File: config.mk
export PLATFORM = sky130hd
export DESIGN_NAME = tff_counter_bank
export DESIGN_NICKNAME = d
export VERILOG_FILES = /design/src/rtl/tff_counter_bank.sv
export SDC_FILE = /design/constraint.sdc
export NUM_CORES = 1
export LEC_CHECK = 0
export CAP_MARGIN = 20
export CELL_PAD_IN_SITES_DETAIL_PLACEMENT = 1
export CELL_PAD_IN_SITES_GLOBAL_PLACEMENT = 2
export CORE_MARGIN = 2
export CORE_UTILIZATION = 24
export CTS_CLUSTER_DIAMETER = 200
export DETAILED_ROUTE_END_ITERATION = 12
export GPL_ROUTABILITY_DRIVEN = 0
export HOLD_SLACK_MARGIN = 0.12
export PLACE_DENSITY = 0.78
export SLEW_MARGIN = 20
export SYNTH_ARGS = -nofsm -noshare
export SYNTH_HDL_FRONTEND = slang
export SYNTH_SLANG_ARGS = --single-unit
File: constraint.sdc
create_clock -name clk -period 2 [get_ports clk]
set_input_delay 0.4 -clock clk [delete_from_list [all_inputs] [get_ports clk]]
set_output_delay 0.4 -clock clk [all_outputs]
set_load 0.01 [all_outputs]
File: src/rtl/tff_counter_bank.sv
// WIDTH-bit register bank: per-bit T flip-flops or a modulo-(MAX_COUNT+1)
// up/down/Gray counter with synchronous load and a registered terminal-count pulse.
module tff_counter_bank #(
  parameter int WIDTH     = 4,
  parameter int MAX_COUNT = (1 << WIDTH) - 1
) (
  input  logic             clk,
  input  logic             reset,
  input  logic             enable,
  input  logic [1:0]       mode,
  input  logic             load,
  input  logic [WIDTH-1:0] load_value,
  input  logic [WIDTH-1:0] t_in,
  output logic [WIDTH-1:0] q,
  output logic             tc
);

  localparam logic [1:0]       MODE_TOGGLE = 2'b00;
  localparam logic [1:0]       MODE_UP     = 2'b01;
  localparam logic [1:0]       MODE_DOWN   = 2'b10;
  localparam logic [1:0]       MODE_GRAY   = 2'b11;
  localparam logic [WIDTH-1:0] MAX_C       = WIDTH'(MAX_COUNT);
  localparam logic [WIDTH-1:0] ZERO_C      = {WIDTH{1'b0}};
  localparam logic [WIDTH-1:0] ONE_C       = WIDTH'(1);

  logic [WIDTH-1:0] cnt_r;
  logic             tc_r;
  logic [WIDTH-1:0] cnt_nxt_s;
  logic             tc_nxt_s;

  function automatic logic [WIDTH-1:0] bin2gray(input logic [WIDTH-1:0] b);
    return b ^ (b >> 1);
  endfunction

  function automatic logic [WIDTH-1:0] clamp_max(input logic [WIDTH-1:0] v);
    return (v > MAX_C) ? MAX_C : v;
  endfunction

  // Next-state selection: load beats enable, idle cycles hold and drop tc.
  always_comb begin
    cnt_nxt_s = cnt_r;
    tc_nxt_s  = 1'b0;
    if (load) begin
      if (mode == MODE_TOGGLE) begin
        cnt_nxt_s = load_value;
      end else begin
        cnt_nxt_s = clamp_max(load_value);
      end
    end else if (enable) begin
      case (mode)
        MODE_TOGGLE: begin
          cnt_nxt_s = cnt_r ^ t_in;
        end
        MODE_UP, MODE_GRAY: begin
          // Out-of-range values left by toggle mode recover to 0 without a pulse.
          if (cnt_r >= MAX_C) begin
            cnt_nxt_s = ZERO_C;
            tc_nxt_s  = (cnt_r == MAX_C);
          end else begin
            cnt_nxt_s = cnt_r + ONE_C;
          end
        end
        MODE_DOWN: begin
          if (cnt_r == ZERO_C) begin
            cnt_nxt_s = MAX_C;
            tc_nxt_s  = 1'b1;
          end else if (cnt_r > MAX_C) begin
            cnt_nxt_s = MAX_C;
          end else begin
            cnt_nxt_s = cnt_r - ONE_C;
          end
        end
        default: begin
          cnt_nxt_s = cnt_r;
        end
      endcase
    end else begin
      cnt_nxt_s = cnt_r;
    end
  end

  // State register with synchronous active-high reset.
  always_ff @(posedge clk) begin
    if (reset) begin
      cnt_r <= ZERO_C;
      tc_r  <= 1'b0;
    end else begin
      cnt_r <= cnt_nxt_s;
      tc_r  <= tc_nxt_s;
    end
  end

  // Output encoding follows the current mode so 01->11 switches without a cycle penalty.
  always_comb begin
    q = cnt_r;
    case (mode)
      MODE_GRAY: q = bin2gray(cnt_r);
      default:   q = cnt_r;
    endcase
  end

  assign tc = tc_r;

endmodule

Word level (Yosys, flattened, before mapping)
Index checks and enable logic that the tools add are counted.
{ "word_totals": {"output_inout_bits": 5, "register_bits": 5, "input_bits": 14, "wordCells": 31} }
{ "classes": {"n_reduce_logical": 5, "n_lt_le_gt_ge": 3, "bitwise_logic": 3, "eq_ne": 4, "mux": 12, "n_addsub": 2} }
{ "ops": {"columns": ["op", "count"], "rows": [
  ["$mux 4", 8],
  ["$pmux 4 s3", 1],
  ["$gt 4x4->1 const B", 2],
  ["$add 4x1->4 const B", 1],
  ["$eq 2x2->1 const B", 2],
  ["$eq 4x4->1 const B", 1],
  ["$ge 4x4->1 const B", 1],
  ["$logic_not 4->1", 1],
  ["$sub 4x1->4 const B", 1],
  ["$xor 4x3->4", 1],
  ["$xor 4x4->4", 1],
  ["$reduce_or 3->1", 1],
  ["$eq 2x1->1 const B", 1],
  ["$logic_not 2->1", 1],
  ["$mux 1", 2],
  ["$pmux 1 s2", 1],
  ["$reduce_bool 2->1", 1],
  ["$reduce_or 2->1", 1],
  ["$not 1->1", 1]
]} }

Depth between registers and ports, before layout
{ "logic_depth": {"depth_word": 6, "ltp_mapped": 6, "mapped_depth_nobuf": 6} }

Worst setup path before layout
OpenSTA, ideal clock, no wires.
{ "synth_path": {"path_kind": "reg2out", "from": "register cnt_r[2]", "to": "output port q[1]", "path_slack_ps": 499, "arrival_time_ps": 1101, "path_buffers": 0, "required_ps": 1600, "stages_incl_launch_ff": 4, "cell_sequence": "dfxtp_1 inv_1 ha_1 mux2_2"} }
{ "synth_via": {"elab_chain_cells": 2} }
{ "synth_lines": {"columns": ["element", "line", "rtl"], "rows": [
  ["start, declared", "26", "logic [WIDTH-1:0] cnt_r;"],
  ["start signal, assigned", "88", "cnt_r <= cnt_nxt_s;"],
  ["$xor 4x3->4", "32", "return b ^ (b >> 1);"],
  ["$mux 4", "96", "case (mode)"],
  ["end, declared", "14", "output logic [WIDTH-1:0] q,"]
]} }
Every way passes these cells.

Worst setup path after layout
{ "layout_path": {"from": "register cnt_r[3]", "to": "output port q[2]"} }
The elaborated chain is that of the path after synthesis.

==> run_results.csv <==
group,metric,value,unit
cells_and_area,syn_to_final_growth,49.7,%
routing,drt_wl_total,1750,um
sta,min_period,1880,ps
synth,synth_edf_count,0,
routing,drc,0,
cells_and_area,seq_area,100,um^2
sta,tightest_slew,319,ps
routing,num_vias,614,
synth,synthTopCellsByCount,"8 x a21oi_1, 8 x inv_1, 7 x ha_1",
synth,synth_simple_gate_area_share,14.3,%
power_and_ir_drop,netSwitchingFraction,33.1,%
placed_design,placed_area,822,um^2
worst_setup_path,setup.worst_path.class,"register to output port",
worst_setup_path,path_max_fanout,3,
floorplan,fp-row-count,17,
global_routing,grt_overflow,0,
floorplan,core_area,0.00223,mm^2
outcome,status,"finished clean",
clock_network,cts_buffers,3,
global_routing,grt_antenna_before_repair,0,
synth,yosysUniqueCellTypes,28,
floorplan,dieHeight,52.7,um
synth,synth_area_leaders,"dfxtp_1 18%, ha_1 15%, a21oi_1 7.0%, mux2_2 5.9%, inv_1 5.3%",
sta,drv_slew,0,
clock_network,clk_pin_slew,50,ps
global_routing,grt_usage,14.9,%
synth,seq_area_frac_synth,17.6,%
synth,avgSynthCellArea,8.02,um^2
cells_and_area,fin_area,852,um^2
power_and_ir_drop,p_int,0.000274,W
power_and_ir_drop,clockPowerShare,29.5,%
synth,synth-compound-area-share,31.2,%
synth,synthMuxAreaShare,7.69,%
job,drv_cap,0,
clock_network,cts_tree,"yes",
synth,synth_top_family_by_area,"compound AO/OA/AOI/OAI gates",
synth,synth_warnings,0,
synth,synth_flop_cell,"dfxtp_1",
cells_and_area,nets,121,
clock_network,htree_levels,1,
cells_and_area,n_fill_cell,285,
floorplan,io_pins,19,
synth,syn_nets,92,
power_and_ir_drop,powerDensity,481,mW/mm^2
worst_setup_path,critPathLaunchType,"register",
power_and_ir_drop,power.leakage,0.364,nW
global_routing,grt_pass1_vias,666,
clock_network,clock-sinks,5,
placed_design,dp_hpwl,1450,um
synth,yosys.area.top_type_share,17.6,%
routing,routed_via_density,4.83,
cells_and_area,multi_input_area,419,um^2
routing,initialDrtViolationCount,10,
sta,slew_headroom,78.7,%
worst_setup_path,worst_ep_required_time,1600,ps
clock_network,cts-root-buf,"clkbuf_4",
synth,synthAdderAreaFrac,15.4,%
routing,routedWlPerCell,13.7,um
cells_and_area,antenna_cells,0,
power_and_ir_drop,switching_power,0.000136,W
clock_network,max-clock-path-buffers,2,
sta,post-route-period-util,94.0,%
floorplan,start_util,25.5,%
floorplan,die_x,52.7,um
worst_hold_path,hold_class,"register to register",
cells_and_area,drive_gt1_share,20.2,%
clock_network,worstSkewPairLatency,250,ps
worst_setup_path,crit_arrival,1480,ps
floorplan,dieArea,0.00278,mm^2
routing,postRouteAntennaNets,0,
synth,synth_cells,71,
power_and_ir_drop,peakVddDrop,0.000318,V
sta,max_freq,532,MHz
sta,setup_viol,0,
synth,ys_async_sr_fraction,0,%
sta,rsz0062_at_grt,"no",
sta,hold_viol_final,0,
global_routing,grt_pass1_wl,2960,um
power_and_ir_drop,combPwrFrac,43.6,%
synth,ys_ff_latch,5,
sta,fin_skew,1.88,ps
routing,drt_pass1_iterations,4,
synth,synthXorXnorAreaFrac,4.62,%
synth,syn-cell-area,569,um^2
power_and_ir_drop,seqPwrFrac,26.9,%
global_routing,grt_max_degree,10,
placed_design,portBuffers,18,
synth,yosysTopAreaCell,"dfxtp_1",
worst_setup_path,endpoint_kind,"output port",
power_and_ir_drop,finalPower,0.000410,W
-- power groups by stage --
| stage | clock network (W) | logic [W] | registers, W |
|---|---|---|---|
| 6_report | 0.000121 | 0.000179 | 0.000110 |
| 3_5_place_dp | 0 | 0.000184 | 0.000113 |
| 4_1_cts | 0.000127 | 0.000181 | 0.000111 |
| 3_3_place_gp | 0 | 0.000183 | 0.000112 |
| 5_1_grt | 0.000134 | 0.000197 | 0.000111 |
| 2_1_floorplan | 0 | 0.0000930 | 0.000118 |
-- per-layer routing --
| metal | GRT usage, % | vias up | wire (um) |
|---|---|---|---|
| met2 | 23.5 | 16 | 868 |
| met3 | 2.29 | 2 | 61 |
| met5 | 0 | - | 0 |
| li1 | - | 317 | - |
| met1 | 18.4 | 279 | 795 |
| met4 | 9.83 | 0 | 19 |
-- state kept, by name (all words and copies together) (netlist names) --
register / flops
cnt_r: 4
tc: 1
-- cell families after synthesis --
kind of cell / count (synthesis)
and+or+nand+nor: 17
DFF: 5
buffers and inverters: 11
xor gates and xnor gates: 3
AOI/OAI and AO/OA: 24
muxes: 4
adders and majority gates: 7
-- critical path, stage by stage, from the launching register on --
cell,delay [ps]
dfxtp_1,330
inv_1,80
ha_1,290
mux2_2,250
dlygate4sd2_1,280
-- cell type report --
type,count,area share [%]
Clock buffer,4,3.08
Tap cell,28,4.11
Timing Repair Buffer,27,28.3
Multi-Input combinational cell,55,49.2
Inverter,8,3.52
Sequential cell,5,11.7
-- repair_timing --
| action | CTS | global route |
|---|---|---|
| endpoints found under the setup margin | 3 | 2 |
| hold buffers | 0 | 0 |
| resized for setup | 8 | 1 |
| setup buffers | 1 | 0 |
| pin swaps | 1 | 0 |
-- cell usage in the layout, fill, tap and decap left out --
cell type,Yosys,layout
dlygate4sd2_1,0,3
a211oi_2,1,1
inv_1,8,8
nand2_2,0,1
buf_4,1,9
ha_1,7,7
buf_2,0,1
clkbuf_4,0,3
nor4b_1,1,1
nand3_1,2,2
clkbuf_1,1,1
o2111ai_1,1,1
mux2i_1,1,1
mux2_2,3,3
a21boi_1,2,2
o2bb2ai_1,2,2
o21ai_0,1,1
o31ai_1,1,1
dfxtp_1,5,5
dlymetal6s2s_1,0,1
a221oi_1,3,3
o2111ai_2,1,1
nor2b_1,1,1
nand2_1,4,3
a211oi_1,2,2
clkdlybuf4s50_1,0,13
xnor2_1,3,3
nor2_1,5,5
o21ai_2,1,1
a21oi_1,8,8
or3_1,2,2
o22ai_1,1,1
nor3_1,2,2
-- per-stage QoR --
stage	utilization, %	hold WS [ps]	worst slack, ps	TNS [ps]	std cells
floorplan	-	473	499	0	71
finish	38.2	652	121	0	127
global route	38.2	677	47.9	0	127
detailed placement	36.8	649	-263	-760	122
global placement	36.8	621	-214	-637	122
CTS	38.0	658	27.6	0	127
-- final timing paths --
check / from / endpoint / slack (ps) / cells after the start
max: cnt_r[3]$_SDFFE_PP0P_ / q[2] / 120 / 4
min: cnt_r[1]$_SDFFE_PP0P_ / cnt_r[1]$_SDFFE_PP0P_ / 650 / 3
max reg2reg: cnt_r[1]$_SDFFE_PP0P_ / cnt_r[0]$_SDFFE_PP0P_ / 480 / 6
min reg2reg: cnt_r[1]$_SDFFE_PP0P_ / cnt_r[1]$_SDFFE_PP0P_ / 650 / 3
(Power assumes the default switching activity.)
